$ cat src/rtl/pwm_capture_pkg.sv
// Shared types and constants for the PWM capture block: FSM states,
// divider iteration count and the stuck-level duty helper.
package pwm_capture_pkg;

  typedef enum logic [1:0] {
    IDLE,
    ARMED,
    DIVIDE
  } state_t;

  localparam int unsigned DIV_ITER = 8;

  function automatic logic [7:0] stuck_duty(input logic level);
    return level ? 8'hFF : 8'h00;
  endfunction

endpackage

$ cat src/rtl/pwm_duty_div.sv
// Serial restoring divider producing an 8-bit quotient in DIV_ITER cycles.
// The caller guarantees num < den*256, so the quotient always fits.
module pwm_duty_div
  import pwm_capture_pkg::*;
#(
  parameter int unsigned CNT_W = 16
) (
  input  logic             clk,
  input  logic             rst,
  input  logic             start,
  input  logic [CNT_W+7:0] num,
  input  logic [CNT_W-1:0] den,
  output logic             busy,
  output logic             done,
  output logic [7:0]       quot
);

  logic [CNT_W+7:0] rem;
  logic [CNT_W+7:0] dsh;
  logic [CNT_W+7:0] rem_sub;
  logic [7:0]       q;
  logic [2:0]       step;
  logic             fit;

  // The last quotient bit is resolved combinationally so done can coincide
  // with the final iteration rather than one cycle after it.
  always_comb begin
    fit     = (rem >= dsh);
    rem_sub = rem - dsh;
    quot    = {q[6:0], fit};
    done    = busy && (step == 3'(DIV_ITER - 1));
  end

  always_ff @(posedge clk) begin
    if (rst) begin
      busy <= 1'b0;
      rem  <= '0;
      dsh  <= '0;
      q    <= '0;
      step <= '0;
    end else if (start) begin
      busy <= 1'b1;
      rem  <= num;
      dsh  <= {1'b0, den, 7'b0};
      q    <= '0;
      step <= '0;
    end else if (busy) begin
      if (fit) rem <= rem_sub;
      q    <= quot;
      dsh  <= dsh >> 1;
      step <= step + 1'b1;
      if (done) busy <= 1'b0;
    end
  end

endmodule

$ cat src/rtl/pwm_capture.sv
// Measures period and high time of an external PWM pin and reports an
// 8-bit duty value scaled 0..255, with timeout and overrun reporting.
module pwm_capture
  import pwm_capture_pkg::*;
#(
  parameter int unsigned     CNT_W       = 16,
  parameter int unsigned     SYNC_STAGES = 2,
  parameter logic [CNT_W-1:0] TIMEOUT    = '1
) (
  input  logic             clk,
  input  logic             rst,
  input  logic             en,
  input  logic             pwm_in,
  output logic [7:0]       duty,
  output logic [CNT_W-1:0] period,
  output logic [CNT_W-1:0] high_time,
  output logic             valid,
  output logic             stuck,
  output logic             overrun
);

  localparam logic [CNT_W-1:0] CNT_MAX = '1;

  logic [SYNC_STAGES-1:0] sync;
  logic                   pwm_s, prev_s, rise;
  state_t                 state;
  logic [CNT_W-1:0]       per_cnt, hi_cnt, p_lat, h_lat;
  logic                   skip, timed_out;
  logic                   per_sat, timeout_hit, div_start;
  logic [CNT_W+7:0]       div_num;
  logic                   div_busy, div_done;
  logic [7:0]             div_quot;

  always_ff @(posedge clk) begin
    if (rst) begin
      sync   <= '0;
      prev_s <= 1'b0;
    end else begin
      sync   <= {sync[SYNC_STAGES-2:0], pwm_in};
      prev_s <= pwm_s;
    end
  end

  always_comb begin
    pwm_s       = sync[SYNC_STAGES-1];
    rise        = pwm_s & ~prev_s;
    per_sat     = (per_cnt == CNT_MAX);
    timeout_hit = en && !rise && !timed_out && (state != DIVIDE) && (per_cnt >= TIMEOUT);
    div_start   = en && rise && (state == ARMED) && !per_sat && !skip;
    div_num     = {hi_cnt, 8'b0} - {8'b0, hi_cnt};
  end

  pwm_duty_div #(.CNT_W(CNT_W)) u_div (
    .clk   (clk),
    .rst   (rst),
    .start (div_start),
    .num   (div_num),
    .den   (per_cnt),
    .busy  (div_busy),
    .done  (div_done),
    .quot  (div_quot)
  );

  // skip marks a period that began during DIVIDE; its closing rise is discarded.
  always_ff @(posedge clk) begin
    if (rst) begin
      state     <= IDLE;
      per_cnt   <= '0;
      hi_cnt    <= '0;
      p_lat     <= '0;
      h_lat     <= '0;
      skip      <= 1'b0;
      timed_out <= 1'b0;
      duty      <= '0;
      period    <= '0;
      high_time <= '0;
      valid     <= 1'b0;
      stuck     <= 1'b0;
      overrun   <= 1'b0;
    end else if (!en) begin
      state <= IDLE;
      skip  <= 1'b0;
      valid <= 1'b0;
    end else begin
      valid <= 1'b0;
      if (rise) begin
        per_cnt   <= CNT_W'(1);
        hi_cnt    <= CNT_W'(1);
        timed_out <= 1'b0;
      end else begin
        if (!per_sat) per_cnt <= per_cnt + 1'b1;
        if (pwm_s && (hi_cnt != CNT_MAX)) hi_cnt <= hi_cnt + 1'b1;
      end

      unique case (state)
        IDLE: begin
          if (rise) begin
            state <= ARMED;
            skip  <= 1'b0;
          end
        end
        ARMED: begin
          if (rise) begin
            if (div_start) begin
              p_lat <= per_cnt;
              h_lat <= hi_cnt;
              state <= DIVIDE;
            end
            skip <= 1'b0;
          end
        end
        DIVIDE: begin
          if (rise) begin
            overrun <= 1'b1;
            skip    <= 1'b1;
          end
          if (div_done) begin
            duty      <= div_quot;
            period    <= p_lat;
            high_time <= h_lat;
            stuck     <= 1'b0;
            valid     <= 1'b1;
          end else if (!div_busy) begin
            state <= ARMED;
          end
        end
        default: state <= IDLE;
      endcase

      if (timeout_hit) begin
        duty      <= stuck_duty(pwm_s);
        period    <= '0;
        high_time <= '0;
        stuck     <= 1'b1;
        valid     <= 1'b1;
        timed_out <= 1'b1;
        state     <= IDLE;
      end
    end
  end

endmodule
$ cat config.mk
export PLATFORM = sky130hd
export DESIGN_NAME = pwm_capture
export DESIGN_NICKNAME = d
export VERILOG_FILES = /design/src/rtl/pwm_capture_pkg.sv /design/src/rtl/pwm_duty_div.sv /design/src/rtl/pwm_capture.sv
export SDC_FILE = /design/constraint.sdc
export NUM_CORES = 1
export LEC_CHECK = 0
export ABC_AREA = 0
export CAP_MARGIN = 40
export CORE_MARGIN = 4
export CORE_UTILIZATION = 62
export CTS_BUF_LIST = sky130_fd_sc_hd__clkbuf_2
export CTS_CLUSTER_DIAMETER = 100
export DETAILED_ROUTE_END_ITERATION = 8
export PLACE_DENSITY = 0.86
export SETUP_SLACK_MARGIN = 0.15
export SLEW_MARGIN = 40
export SYNTH_ARGS = -nofsm -noshare
export SYNTH_HDL_FRONTEND = slang
export SYNTH_SLANG_ARGS = --single-unit
$ cat constraint.sdc
create_clock -name clk -period 3.3 [get_ports clk]
set_input_delay 0.66 -clock clk [delete_from_list [all_inputs] [get_ports clk]]
set_output_delay 0.66 -clock clk [all_outputs]
set_load 0.01 [all_outputs]
==> impl_metrics.env <==
export IMPL_status="finished, final reports clean"
export IMPL_finalMaxSlewViolations=0
export IMPL_yosysSeqAreaShare_pct=39.1
export IMPL_clkSlewWorstSetupHoldPaths_ns=0.28
export IMPL_nets=1161
export IMPL_synthXorXnorAreaFrac_pct=6.17
export IMPL_fin_cells=1313
export IMPL_die_w_um=127
export IMPL_power_frac_comb_pct=4.5
export IMPL_gr_total_overflow=0
export IMPL_routed_wl_met3_mm=1.45
export IMPL_synth_cell_types=68
export IMPL_netlist_top_cells_area="dfxtp_1, a21oi_1, nand2_1"
export IMPL_whs_ns=0.184
export IMPL_antenna_found_initial=0
export IMPL_initial_core_util_pct=63.4
export IMPL_root_buffer="clkbuf_2"
export IMPL_cts_buffers=17
export IMPL_core_area_um2=13900
export IMPL_routed_top_layer="met4"
export IMPL_grt_usage_pct=27.2
export IMPL_hp_class="input pin to flop"
export IMPL_cts_max_level=4
export IMPL_clock_power_share_pct=34.3
export IMPL_area_growth_pct=10.5
export IMPL_switching_power_mw=1.01
export IMPL_viasPerCell=6.04
export IMPL_detail_route_first_pass_iterations=6
export IMPL_clkSinkCount=172
export IMPL_path_max_fanout=13
export IMPL_pin_count=47
export IMPL_min_period_over_period_pct=90.9
export IMPL_clock_skew_ns=0.0468
export IMPL_clk_path_buf_depth=2
export IMPL_synthFlopType="dfxtp_1"
export IMPL_clk_latency_ns=0.82
export IMPL_slew_headroom_pct=54.8
export IMPL_wl_met1_mm=9.27
export IMPL_synth_fa_ha_area_share_pct=5.34
export IMPL_dr_total_vias=7933
export IMPL_hold_viol_final=0
export IMPL_switching_share_pct=29.4
export IMPL_muxShareOfSynthArea_pct=3.41
export IMPL_required_ns=4.00
export IMPL_fillers=1063
export IMPL_synth_edff_count=0
export IMPL_drc=0
export IMPL_syn_area_um2=8810
export IMPL_num_rows=43
export IMPL_die_h_um=127
export IMPL_drt_iter0_drc=736
export IMPL_rsz0062_at_grt="no"
export IMPL_crit_type="flop to flop"
export IMPL_grt_pass1_wl_mm=36.0
export IMPL_max_freq_mhz=333
export IMPL_io_buffers=46
export IMPL_grt_pass1_vias=7621
export IMPL_antenna_left=0
export IMPL_finalSetupTns_ns=0
export IMPL_syn_area_per_cell_um2=8.09
export IMPL_synthCells=1088
export IMPL_antenna_cells=0
export IMPL_grt_max_degree=91
export IMPL_tightest_slew_ns=0.675
export IMPL_synth_seq_cells=172
export IMPL_dp_cells=1279
export IMPL_syn_num_nets=1129
export IMPL_cellPowerDensity_nw_per_um2=352
export IMPL_seqPwrFrac_pct=61.2
export IMPL_total_power_mw=3.43
export IMPL_ir_worst_vdd_mv=0.460
export IMPL_synth_compound_area_share_pct=19.9
export IMPL_synth_top_family_by_area="simple AND/OR/NAND/NOR gates"
export IMPL_maxCapViolations=0
export IMPL_fin_crit_ns=3.00
export IMPL_leakagePower_nw=3.57
export IMPL_crit_path_start_kind="flop"
export IMPL_synthTopCellsByCount="dfxtp_1, nand2_1, a21oi_1"
export IMPL_routed_wl_mm=21.7
export IMPL_yosys_area_top_type="dfxtp_1"
export IMPL_wl_met2_mm=10.2
export IMPL_wl_per_cell_um=16.5
export IMPL_final_layout_size_suffix_gt1_share_pct=8.12
export IMPL_yosysMostFrequentCell="dfxtp_1"
export IMPL_worstPathArrival_ns=3.70
export IMPL_hold_buffers=0
export IMPL_worstSetupEndpointType="flop"
export IMPL_globalplace_congestion=0.967
export IMPL_finalSetupViolations=0
export IMPL_synth_top_area_share_pct=39.1
export IMPL_die_area_um2=16200
export IMPL_synth_simple_area_share_pct=20.7
export IMPL_async_reset_ff_share_pct=0
export IMPL_cts_tree="built"
export IMPL_dp_hpwl_mm=15.7
export IMPL_p_int_mw=2.42
export IMPL_yosysWarningCount=0
cells by family after synthesis:
logic type      count (synthesis)
compound gates                274
xor+xnor                       62
fa+ha+maj                      37
buf+inv                       110
flops                         172
mux                            30
simple gates                  403
power by group through the flow:
| stage | clock network, mW | logic (mW) | registers, mW |
|---|---|---|---|
| finish | 1.18 | 0.153 | 2.10 |
| floorplan | 0 | 0.113 | 2.13 |
| detailed placement | 0 | 0.149 | 2.13 |
| global placement | 0 | 0.146 | 2.13 |
| global route | 1.28 | 0.168 | 2.10 |
| CTS | 1.19 | 0.150 | 2.10 |
what timing repair did:
item,CTS,global route
resized for setup,0,1
buffers inserted,0,1
setup endpoints to repair,0,12
placed cells by master (no fill, tap or decap), types with 36 or more instances in the layout:
cell type	instances
a21oi_1	130
clkdlybuf4s50_1	45
dfxtp_1	171
ha_1	36
inv_1	50
nand2_1	165
nand3_1	52
nor2_1	100
o21ai_0	38
xnor2_1	38
critical path, cell delays in order, from the launching register on:
cell and delay [ns]:
dfxtp_1 0.38, inv_1 0.07, ha_1 0.16, inv_1 0.05, fa_1 0.43, a211oi_2 0.25, o21ai_1 0.15, a21oi_2 0.26
o211ai_1 0.18, o31a_4 0.48, o21ai_1 0.15, a21oi_1 0.06, a211oi_1 0.29
registers in the layout, summed over array words and instances (netlist names), 2 cells and up:
register and flops:
u_div.dsh 23, per_cnt 16, u_div.step 3, h_lat 16, u_div.q 7, p_lat 16
hi_cnt 16, state 2, period 16, duty 8, high_time 16, u_div.rem 24
sync 2
final cells by class:
cell class | instances | area, um2 | share of cell area, %
timing repair buffer | 72 | 677 | 6.95
clock buffer | 17 | 85.1 | 0.874
sequential | 172 | 3440 | 35.4
tap | 180 | 225 | 2.31
clock inverter | 15 | 190 | 1.95
inverter | 50 | 188 | 1.93
multi-input combinational | 807 | 4920 | 50.6
through the flow:
step                      area (um2)  utilization, %  setup WS (ns)
after global placement          9410            67.8          0.403
after global routing            9730            70.1          0.155
after floorplan                 8810               -          0.756
final                           9730            70.1          0.300
after CTS                       9710            69.9          0.230
after detailed placement        9430            68.0          0.294
path summary, 6_finish.rpt:
check / start / endpoint / slack [ns] / cells past startpoint
worst max-delay path: u_div.rem[0] / u_div.rem[17] / 0.30 / 12
worst min-delay path: rst / u_div.rem[14] / 0.18 / 2
worst min register to register: h_lat[10] / high_time[10] / 0.46 / 2
worst max register to register: u_div.rem[0] / u_div.rem[17] / 0.30 / 12
routing by layer:
layer / up-vias / track usage (%)
li1: 3850 / -
met1: 3735 / 34.2
met2: 289 / 44.6
met3: 59 / 6.23
met4: 0 / 12.1
met5: - / 0
(Power assumes the default switching activity.)
